### src/rtl/btn_step_gen_if.sv
`default_nettype none
// +--------------------------------------------------------------------+
// | btn_step_gen_if : button input / step output bundle                 |
// | Rev 1.0                                                              |
// +--------------------------------------------------------------------+
interface btn_step_gen_if;
  logic       btn;
  logic       pressed;
  logic       step;
  logic [7:0] press_count;

  modport master (output btn, input pressed, input step, input press_count);
  modport slave  (input btn, output pressed, output step, output press_count);
endinterface
`default_nettype wire

### src/rtl/btn_step_gen.sv
`default_nettype none
// +--------------------------------------------------------------------+
// | btn_step_gen : sync + debounce a push-button into one-cycle steps   |
// | Rev 1.0                                                              |
// +--------------------------------------------------------------------+
module btn_step_gen #(
  parameter int DEBOUNCE_CYCLES = 1_000_000,
  parameter int REPEAT_EN       = 0,
  parameter int REPEAT_DELAY    = 50_000_000,
  parameter int REPEAT_PERIOD   = 10_000_000
) (
  input  logic          clk,
  input  logic          rst_n,
  btn_step_gen_if.slave bus
);

  // Repeat intervals below 2 would put two steps in adjacent cycles.
  localparam int c_delay_eff  = (REPEAT_DELAY  < 2) ? 2 : REPEAT_DELAY;
  localparam int c_period_eff = (REPEAT_PERIOD < 2) ? 2 : REPEAT_PERIOD;
  localparam int c_rpt_max    = (c_delay_eff > c_period_eff) ? c_delay_eff : c_period_eff;
  localparam int c_db_w       = $clog2(DEBOUNCE_CYCLES);
  localparam int c_rpt_w      = $clog2(c_rpt_max);
  localparam bit c_rpt_on     = (REPEAT_EN != 0);

  localparam logic [c_db_w-1:0]  c_db_last     = c_db_w'(DEBOUNCE_CYCLES - 1);
  localparam logic [c_rpt_w-1:0] c_delay_last  = c_rpt_w'(c_delay_eff - 1);
  localparam logic [c_rpt_w-1:0] c_period_last = c_rpt_w'(c_period_eff - 1);

  localparam logic [1:0] c_st_idle   = 2'd0;
  localparam logic [1:0] c_st_held   = 2'd1;
  localparam logic [1:0] c_st_repeat = 2'd2;

  logic [1:0]         r_sync;
  logic [c_db_w-1:0]  r_db_cnt;
  logic               r_pressed;
  logic [1:0]         r_state;
  logic [c_rpt_w-1:0] r_rpt_cnt;
  logic               r_step;
  logic [7:0]         r_press_count;

  logic w_btn_s;
  logic w_diff;
  logic w_accept;

  assign w_btn_s  = r_sync[1];
  assign w_diff   = w_btn_s ^ r_pressed;
  assign w_accept = w_diff && (r_db_cnt == c_db_last);

  always_ff @(posedge clk or negedge rst_n) begin
    if (!rst_n) begin
      r_sync <= 2'b00;
    end else begin
      r_sync <= {r_sync[0], bus.btn};
    end
  end

  // Any sample matching the accepted level restarts the stability count.
  always_ff @(posedge clk or negedge rst_n) begin
    if (!rst_n) begin
      r_db_cnt  <= '0;
      r_pressed <= 1'b0;
    end else if (!w_diff) begin
      r_db_cnt <= '0;
    end else if (w_accept) begin
      r_db_cnt  <= '0;
      r_pressed <= ~r_pressed;
    end else begin
      r_db_cnt <= r_db_cnt + 1'b1;
    end
  end

  always_ff @(posedge clk or negedge rst_n) begin
    if (!rst_n) begin
      r_state   <= c_st_idle;
      r_rpt_cnt <= '0;
      r_step    <= 1'b0;
    end else begin
      r_step <= 1'b0;
      case (r_state)
        c_st_idle: begin
          r_rpt_cnt <= '0;
          if (w_accept) begin
            r_step  <= 1'b1;
            r_state <= c_st_held;
          end
        end
        c_st_held: begin
          // A release wins over a repeat falling due in the same cycle.
          if (w_accept) begin
            r_rpt_cnt <= '0;
            r_state   <= c_st_idle;
          end else if (c_rpt_on && (r_rpt_cnt == c_delay_last)) begin
            r_step    <= 1'b1;
            r_rpt_cnt <= '0;
            r_state   <= c_st_repeat;
          end else if (c_rpt_on) begin
            r_rpt_cnt <= r_rpt_cnt + 1'b1;
          end
        end
        c_st_repeat: begin
          if (w_accept) begin
            r_rpt_cnt <= '0;
            r_state   <= c_st_idle;
          end else if (r_rpt_cnt == c_period_last) begin
            r_step    <= 1'b1;
            r_rpt_cnt <= '0;
          end else begin
            r_rpt_cnt <= r_rpt_cnt + 1'b1;
          end
        end
        default: begin
          r_rpt_cnt <= '0;
          r_state   <= c_st_idle;
        end
      endcase
    end
  end

  always_ff @(posedge clk or negedge rst_n) begin
    if (!rst_n) begin
      r_press_count <= 8'd0;
    end else if (r_step) begin
      r_press_count <= r_press_count + 8'd1;
    end
  end

  assign bus.pressed     = r_pressed;
  assign bus.step        = r_step;
  assign bus.press_count = r_press_count;

endmodule
`default_nettype wire
### src/flat_wrapper.sv
// flat-port wrapper written by rule: the top's interface ports become plain ports
module btn_step_gen_flat 
#(
  parameter int DEBOUNCE_CYCLES = 1_000_000,
  parameter int REPEAT_EN       = 0,
  parameter int REPEAT_DELAY    = 50_000_000,
  parameter int REPEAT_PERIOD   = 10_000_000
)
  (clk, rst_n, bus_btn, bus_pressed, bus_step, bus_press_count);
  btn_step_gen_if bus_i ();
  input  logic clk;
  input  logic rst_n;
  input wire logic [$bits(bus_i.btn)-1:0] bus_btn;
  output wire logic [$bits(bus_i.pressed)-1:0] bus_pressed;
  output wire logic [$bits(bus_i.step)-1:0] bus_step;
  output wire logic [$bits(bus_i.press_count)-1:0] bus_press_count;
  assign bus_i.btn = bus_btn;
  assign bus_pressed = bus_i.pressed;
  assign bus_step = bus_i.step;
  assign bus_press_count = bus_i.press_count;
  btn_step_gen #(.DEBOUNCE_CYCLES(DEBOUNCE_CYCLES), .REPEAT_EN(REPEAT_EN), .REPEAT_DELAY(REPEAT_DELAY), .REPEAT_PERIOD(REPEAT_PERIOD)) u_core (.clk(clk), .rst_n(rst_n), .bus(bus_i));
endmodule
### config.mk
export PLATFORM = sky130hd
export DESIGN_NAME = btn_step_gen_flat
export DESIGN_NICKNAME = d
export VERILOG_FILES = /design/src/rtl/btn_step_gen_if.sv /design/src/rtl/btn_step_gen.sv /design/src/flat_wrapper.sv
export SDC_FILE = /design/constraint.sdc
export NUM_CORES = 1
export LEC_CHECK = 0
export CORE_UTILIZATION = 60
export CTS_CLUSTER_SIZE = 16
export DETAILED_ROUTE_END_ITERATION = 8
export PLACE_DENSITY_LB_ADDON = 0.05
export SYNTH_ARGS = -nofsm -noshare
export SYNTH_HDL_FRONTEND = slang
export SYNTH_SLANG_ARGS = --single-unit
### constraint.sdc
create_clock -name clk -period 2.6 [get_ports clk]
set_input_delay 0.52 -clock clk [delete_from_list [all_inputs] [get_ports clk]]
set_output_delay 0.52 -clock clk [all_outputs]
set_load 0.005 [all_outputs]
**Word-level counts from Yosys, hierarchy flattened**

Cells that the tools add are included.

- Reduce and logical (&&, ||, !) cells: 5
- Add/subtract/negate cells: 3
- Equality and inequality tests: 7
- Bitwise operators: 2
- Mux-type cells: 13

Operators with widths:

| cell | number |
|---|---|
| $mux W26 | 3 |
| $pmux W26 S2 | 1 |
| $mux W20 | 2 |
| $add A26 B1 Y26 const B | 1 |
| $eq A26 B24 Y1 const B | 1 |
| $add A20 B1 Y20 const B | 1 |
| $eq A20 B20 Y1 const B | 1 |
| $add A8 B1 Y8 const B | 1 |
| $ne A2 B1 Y1 const B | 3 |
| $mux W2 | 2 |
| $pmux W2 S2 | 1 |
| $reduce_and A2 Y1 | 2 |
| $mux W1 | 3 |
| $eq A2 B1 Y1 const B | 1 |
| $eq A2 B2 Y1 const B | 1 |
| $logic_not A2 Y1 | 1 |
| $pmux W1 S2 | 1 |
| $reduce_or A2 Y1 | 1 |
| $logic_and A1 B1 Y1 | 1 |
| $not A1 Y1 | 1 |
| $xor A1 B1 Y1 | 1 |

- Logic and storage cells: 37
- Output and inout bits: 10
- Register bits: 60
- Input port bits: 3

**Longest topological paths before layout**

Gate-level depths: netlist of the first run.

- Depth after elaboration: 4
- Gate-level depth with buffers: 6
- Gate-level depth less buffers: 5

**Worst setup path before layout of the first run**

No wires, ideal clock.

- Kind: register to register
- Start point: register u_core.r_db_cnt[8]
- End point: register u_core.r_db_cnt[17]
- Stages on the path, launching flop included: 6
- Data arrival time: 1.662 ns
- Library setup time: 0.077 ns
- Setup slack: 0.861 ns
- Path buffers: 1
- Required time: 2.523 ns
- Clock period less this slack: 1.739 ns
- Cell sequence: dfrtp_1 -> nand4_2 -> or3_1 -> buf_2 -> or4_1 -> a21oi_1

- Longest elaborated chain between the ends: 4
- Elaborated cells on any way between the ends: 5
- Those cells by class: 1 x add/sub; 1 x eq/ne; 2 x mux; 1 x reduce/logical

RTL lines:

| what | line | RTL |
|---|---|---|
| start, declared | btn_step_gen.sv:34 | `logic [c_db_w-1:0] r_db_cnt;` |
| start signal, assigned | btn_step_gen.sv:68 | `r_db_cnt <= r_db_cnt + 1'b1;` |
| parallel branches: the longest is 2 deep, another holds $add A20 B1 Y20 | -- |  |
| $mux W20 * | btn_step_gen.sv:64 | `end else if (w_accept) begin` |
| $mux W20 * | btn_step_gen.sv:62 | `end else if (!w_diff) begin` |

Every way passes the cells marked *.
A chain may end at the register's enable or synchronous reset.

**Final worst setup path of the first run**

- Start point: register u_core.r_db_cnt[0]
- End point: register u_core.r_state[0]

- Longest elaborated chain between the ends: 4
- Elaborated cells on any way between the ends: 5
- Those cells by class: 3 x eq/ne; 2 x reduce/logical

RTL lines:

| what | line | RTL |
|---|---|---|
| $eq A20 B20 Y1 * | btn_step_gen.sv:47 | `assign w_accept = w_diff && (r_db_cnt == c_db_last);` |
| $logic_and A1 B1 Y1 * | btn_step_gen.sv:47 |  |
| $ne A2 B1 Y1 (no line) | -- |  |
| $reduce_and A2 Y1 (no line) * | -- |  |
| end signal, assigned | btn_step_gen.sv:74 | `r_state <= c_st_idle;` |
| end signal, assigned | btn_step_gen.sv:84 | `r_state <= c_st_held;` |
| end signal, assigned | btn_step_gen.sv:91 | `r_state <= c_st_idle;` |
| end, declared | btn_step_gen.sv:36 | `logic [1:0] r_state;` |

Every way passes the cells marked *; elsewhere a longest branch is shown, timed or not.

==> results.toml, run 1 <==
[detailed_routing]
drt-total-wl_um = 2795
drt_iter0_markers = 28
dr.pass1.iters = 4
viasPerCell = 5.861
vias = 1096
antenna_left = 0
drc = 0
wire_per_inst_um = 14.95

[layout]
syn2layout_area_growth_pct = 14.86
final_nets = 163
antennaDiodeCount = 0
fillers = 166
final_layout_size_suffix_gt1_share_pct = 8.176
layout_common_cells = "dfrtp_1 (33), nor2_1 (18), xnor2_1 (13)"
mostFrequentLayoutCell = "dfrtp_1"

[sta]
tightest_slew_ns = 0.4085
fin_crit_ns = 1.967
period_share_pct = 75.65
skew_ns = 0.02153
maxSlewHeadroom_pct = 72.56
whs_ns = 0.3681
rsz0062_at_grt = "no"
max_freq_mhz = 508.4
drv_slew = 0
fin_tns_setup_ns = 0
hold_viol = 0
setup_viol = 0

[clocking]
path_clk_slew_ns = 0.10
cts_sinks = 33
post_cts.repair.setup_buffers = 0
cts_buffers = 5
h-tree-depth = 2
hold_buffers = 0
cts_resized = 0
root_buffer = "clkbuf_4"
clockBufferDepth = 2
cts_tree = "yes"
clk_latency_ns = 0.34

[logic_synthesis]
async_flop_share_pct = 100.0
synth_cells = 141
synth.distinct_cells = 27
synth-xor-area-share_pct = 13.52
synthSimpleGateAreaFrac_pct = 22.25
avgSynthCellArea_um2 = 10.57
yosysSeqAreaShare_pct = 55.42
synthesis.nets = 146
synth-compound-area-share_pct = 4.366
synth_ff_type = "dfrtp_1"
ys_warn_count = 0
synth_top_family_by_area = "simple AND/OR/NAND/NOR gates"
syn_area_mm2 = 0.001490
ys_seq_elements = 33
yosys.area_share.adder_pct = 1.679
synth.area.mux_share_pct = 0.7557
synth_edf_count = 0

[setup_path]
crit_arrival_ns = 2.22
critPathLaunchType = "register"
r2r_end = "u_core.r_state[0]"
rrSetupSlack_ns = 0.63
r2r-start = "u_core.r_db_cnt[0]"
critical_path_class = "register to register"
crit_path_end_kind = "register"
cp-startpoint = "u_core.r_db_cnt[0]"
crit_path_end = "u_core.r_state[0]"
r2r_cells = 5
worst-path-max-fanout = 4
worst-endpoint-required_ns = 2.86

[flow_run]
maxCapViolCount = 0

[die]
start_util_pct = 65.48
die_x_um = 51.84
fp.dieH_um = 51.84
rows = 17
die_area_mm2 = 0.002687
ios = 13
core-area_mm2 = 0.002276

[run_status]
outcome = "complete, no violations"

[hold_path]
worst_hold_path_type = "register to register"

[grt]
grt.overflow.total = 0
antenna_found_initial = 0
grt_pass1_wl_um = 4947
grt.total_usage_pct = 26.10
first_global_vias = 1088
grt_max_degree = 34

[placed_design]
gp_congestion = 0.8308
dpl.hpwl_um = 1926
io_buffers = 12

[power_and_ir_drop]
p_leak_nw = 0.7308
netSwitchingPower_mw = 0.1971
p_clk_share_pct = 37.5
intPower_mw = 0.6842
sw_frac_of_total_pct = 22.36
power_frac_comb_pct = 3.2
power-per-cell-area_mw_per_mm2 = 514.9
pwr-share-seq_pct = 59.3
irDropWorstVdd_uv = 387.2
-- per-stage QoR --
step	power [mW]	area [um2]	utilization, %	cells	setup WS, ns
6_report	0.8812	1712	75.21	187	0.6331
5_1_grt	0.9145	1712	75.21	187	0.4990
3_3_place_gp	0.5603	1642	72.13	179	0.7286
3_5_place_dp	0.5618	1642	72.13	179	0.6534
4_1_cts	0.8874	1712	75.21	187	0.6333
2_1_floorplan	0.5441	1490	-	141	0.8609
-- power groups by stage --
stage | registers (mW) | clock network [mW] | logic (mW)
6_report | 0.523 | 0.330 | 0.0282
4_1_cts | 0.523 | 0.336 | 0.0290
3_5_place_dp | 0.533 | 0 | 0.0290
5_1_grt | 0.524 | 0.357 | 0.0341
3_3_place_gp | 0.532 | 0 | 0.0280
2_1_floorplan | 0.532 | 0 | 0.0122
-- worst min path at each step --
stage               depth (start not counted)              from                         to
floorplan                                   0             rst_n  u_core.bus.press_count[0]
global placement                            0  u_core.r_sync[0]           u_core.r_sync[1]
finish                                      0  u_core.r_sync[0]           u_core.r_sync[1]
global route                                0  u_core.r_sync[0]           u_core.r_sync[1]
CTS                                         0  u_core.r_sync[0]           u_core.r_sync[1]
detailed placement                          0  u_core.r_sync[0]           u_core.r_sync[1]
-- critical path, cell delays in order, from the launching register on --
cell and delay (ns):
dfrtp_1 0.39, ha_1 0.24, nand2_1 0.10, or4_1 0.59, nor3_1 0.39, xor2_1 0.19
-- Yosys cell counts (2+ instances only) --
| master | number | area share [%] |
|---|---|---|
| dfrtp_1 | 33 | 55 |
| or3_1 | 3 | 1.3 |
| xor2_1 | 10 | 5.9 |
| nand2_1 | 10 | 2.5 |
| o31ai_1 | 3 | 1.5 |
| nor3_1 | 4 | 1.3 |
| xnor2_1 | 13 | 7.6 |
| nor4_1 | 4 | 1.7 |
| nand3_1 | 9 | 3.0 |
| nor2_1 | 18 | 4.5 |
| a21oi_1 | 5 | 1.7 |
| ha_1 | 2 | 1.7 |
| nand4_1 | 5 | 2.1 |
| inv_1 | 3 | 0.76 |
| or4_1 | 4 | 2.0 |
| o21ai_0 | 2 | 0.67 |
| buf_2 | 3 | 1.0 |
-- final cells by class --
type | instances | area, um2 | share of cell area, %
Sequential cell | 33 | 825.8 | 48.25
Multi-Input combinational cell | 101 | 634.4 | 37.06
Timing Repair Buffer | 14 | 135.1 | 7.895
Clock buffer | 7 | 65.06 | 3.801
Tap cell | 28 | 35.03 | 2.047
Inverter | 3 | 11.26 | 0.6579
Clock inverter | 1 | 5.005 | 0.2924
-- flip-flops by register name, indices dropped and copies added (netlist names) --
register and cells:
u_core.bus.step 1, u_core.r_sync 2, u_core.r_state 1, u_core.bus.pressed 1, u_core.r_db_cnt 20, u_core.bus.press_count 8
-- routing by layer --
layer,global-route usage [%],vias to the layer above,wire (um)
li1,-,519,-
met1,33.33,545,1258
met2,40.17,28,1400
met3,7.018,4,106
met4,13.96,0,30
met5,0,-,0
-- kinds of logic after synthesis --
| logic type | count (synthesis) |
|---|---|
| fa+ha+maj | 2 |
| flops | 33 |
| mux | 1 |
| compound gates | 11 |
| xor+xnor | 23 |
| buf+inv | 7 |
| simple gates | 64 |
No activity file was read; power rests on OpenSTA's default activity.
==> run 2, diff against run 1 <==
CORE_ASPECT_RATIO = 2   (was not set)
CORE_UTILIZATION = 50   (was 60)
clock period = 1.7 ns   (was 2.6 ns; I/O delays follow)
==> run 2 against run 1 <==
Effect of this change:
- final cell count up 14%
- design area up 15%
- utilization down 5.2 points
- setup slack worse by 0.62 ns
- largest power group unchanged
- highest routed layer unchanged
==> results.toml, run 2 (synthesis results as in run 1) <==
[power_and_ir_drop]
irDropWorstVdd_uv = 529.8
p_clk_share_pct = 38.5
p_total_mw = 1.412
power_frac_comb_pct = 5.0
intPower_mw = 1.110
sw_frac_of_total_pct = 21.41
p_leak_nw = 0.8640
power-per-cell-area_mw_per_mm2 = 719.3
pwr-share-seq_pct = 56.5
netSwitchingPower_mw = 0.3023

[clocking]
h-tree-depth = 2
clockBufferDepth = 2
path_clk_slew_ns = 0.06
cts_buffers = 5
root_buffer = "clkbuf_8"
cts_sinks = 33
cts_tree = "yes"
clk_latency_ns = 0.27
hold_buffers = 0

[detailed_routing]
wire_per_inst_um = 14.48
antenna_left = 0
drt_iter0_markers = 24
drt-total-wl_um = 3085
drc = 0
vias = 1193
dr.pass1.iters = 4
viasPerCell = 5.601

[sta]
rsz0062_at_grt = "yes"
period_share_pct = 99.02
skew_ns = 0.005077
tightest_slew_ns = 0.4091
setup_ws_ns = 0.01661
whs_ns = 0.3605
hold_viol = 0
max_freq_mhz = 594.0
setup_viol = 0
maxSlewHeadroom_pct = 72.73
fin_tns_setup_ns = 0
fin_crit_ns = 1.683
drv_slew = 0

[setup_path]
crit_arrival_ns = 1.88
path_cells = "nand2_1 > or3_4 > buf_4 > or3_1 > a21oi_1"
cp_slowest_cell = "dfrtp_1"
worst-path-max-fanout = 5
critPathMaxStageDelay_ns = 0.43
critPathLaunchType = "register"
critical_path_class = "register to register"
rrSetupSlack_ns = 0.02
worst-endpoint-required_ns = 1.90
crit_path_end_kind = "register"

[layout]
top_register = "u_core.r_db_cnt"
layout.cells.non_filler = 213
largest_reg_flops = 20
layout_common_cells = "dfrtp_1 (32), buf_4 (27), nor2_1 (18)"
syn2layout_area_growth_pct = 31.74
mostFrequentLayoutCell = "dfrtp_1"
final_nets = 188
final_layout_size_suffix_gt1_share_pct = 25.54
antennaDiodeCount = 0

[grt]
grt_max_degree = 34
antenna_found_initial = 0
grt_pass1_wl_um = 5078
first_global_vias = 1239
grt.overflow.total = 0
grt.total_usage_pct = 22.51

[die]
fp.dieH_um = 79.21
die_area_mm2 = 0.003216
rows = 27
start_util_pct = 53.15
ios = 13
core-area_mm2 = 0.002804
die_x_um = 40.60

[placed_design]
gp_congestion = 0.8007
dp.cells = 200
dpl.hpwl_um = 2211
io_buffers = 12
dp_slack_ns = -0.08766

[run_status]
outcome = "complete, no violations"

[flow_run]
maxCapViolCount = 0

[hold_path]
worst_hold_path_type = "register to register"
-- run 2: per-stage QoR --
stage	instance area (um2)	util [%]
floorplan	1504	-
global placement	1795	64.03
detailed placement	1795	64.03
CTS	1921	68.50
global route	1963	70.01
finish	1963	70.01
-- run 2: critical path, delay by kind of cell (launching register included) --
family          cells  cell delay, ns
flops               1            0.43
simple gates        3            0.83
buf+inv             1            0.16
compound gates      1            0.18
-- run 2: layout make-up --
cell class / count / area, um2
clock buffer: 6 / 72.57
clock inverter: 2 / 10.01
fill: 217 / 840.8
inverter: 3 / 11.26
multi-input combinational: 101 / 683.2
sequential: 33 / 827.0
tap: 29 / 36.28
timing repair buffer: 39 / 322.8
-- run 2: worst paths after layout --
path	startpoint	to	depth (start not counted)
min in group asynchronous	rst_n	u_core.bus.press_count[6]	2
max in group asynchronous	rst_n	u_core.r_db_cnt[8]	2
worst max-delay path	u_core.r_db_cnt[12]	u_core.r_db_cnt[16]	5
worst min-delay path	u_core.r_sync[0]	u_core.r_sync[1]	0
worst min register to register	u_core.r_sync[0]	u_core.r_sync[1]	0
worst max register to register	u_core.r_db_cnt[12]	u_core.r_db_cnt[16]	5
-- run 2: power by group through the flow --
stage,combinational [mW],sequential [mW],clock (mW)
3_3_place_gp,0.0612,0.812,0
4_1_cts,0.0683,0.798,0.566
2_1_floorplan,0.0206,0.814,0
3_5_place_dp,0.0614,0.813,0
6_report,0.0702,0.798,0.544
5_1_grt,0.0807,0.798,0.586
-- run 2: routing by layer --
metal	routed length (um)	track usage, %	part of all wire [%]	up-vias
met2	1855	41.90	60	22
met1	1111	22.49	36	593
met4	51	8.000	1.7	0
met3	68	3.352	2.2	5
met5	0	0	0	-
li1	-	-	-	573
-- run 2: repair_timing --
action	4_1_cts	5_1_grt
setup buffers	2	2
pin swaps	1	1
endpoints found under the setup margin	22	6
hold endpoints to repair	0	0
resized for setup	7	6
cloned	1	0
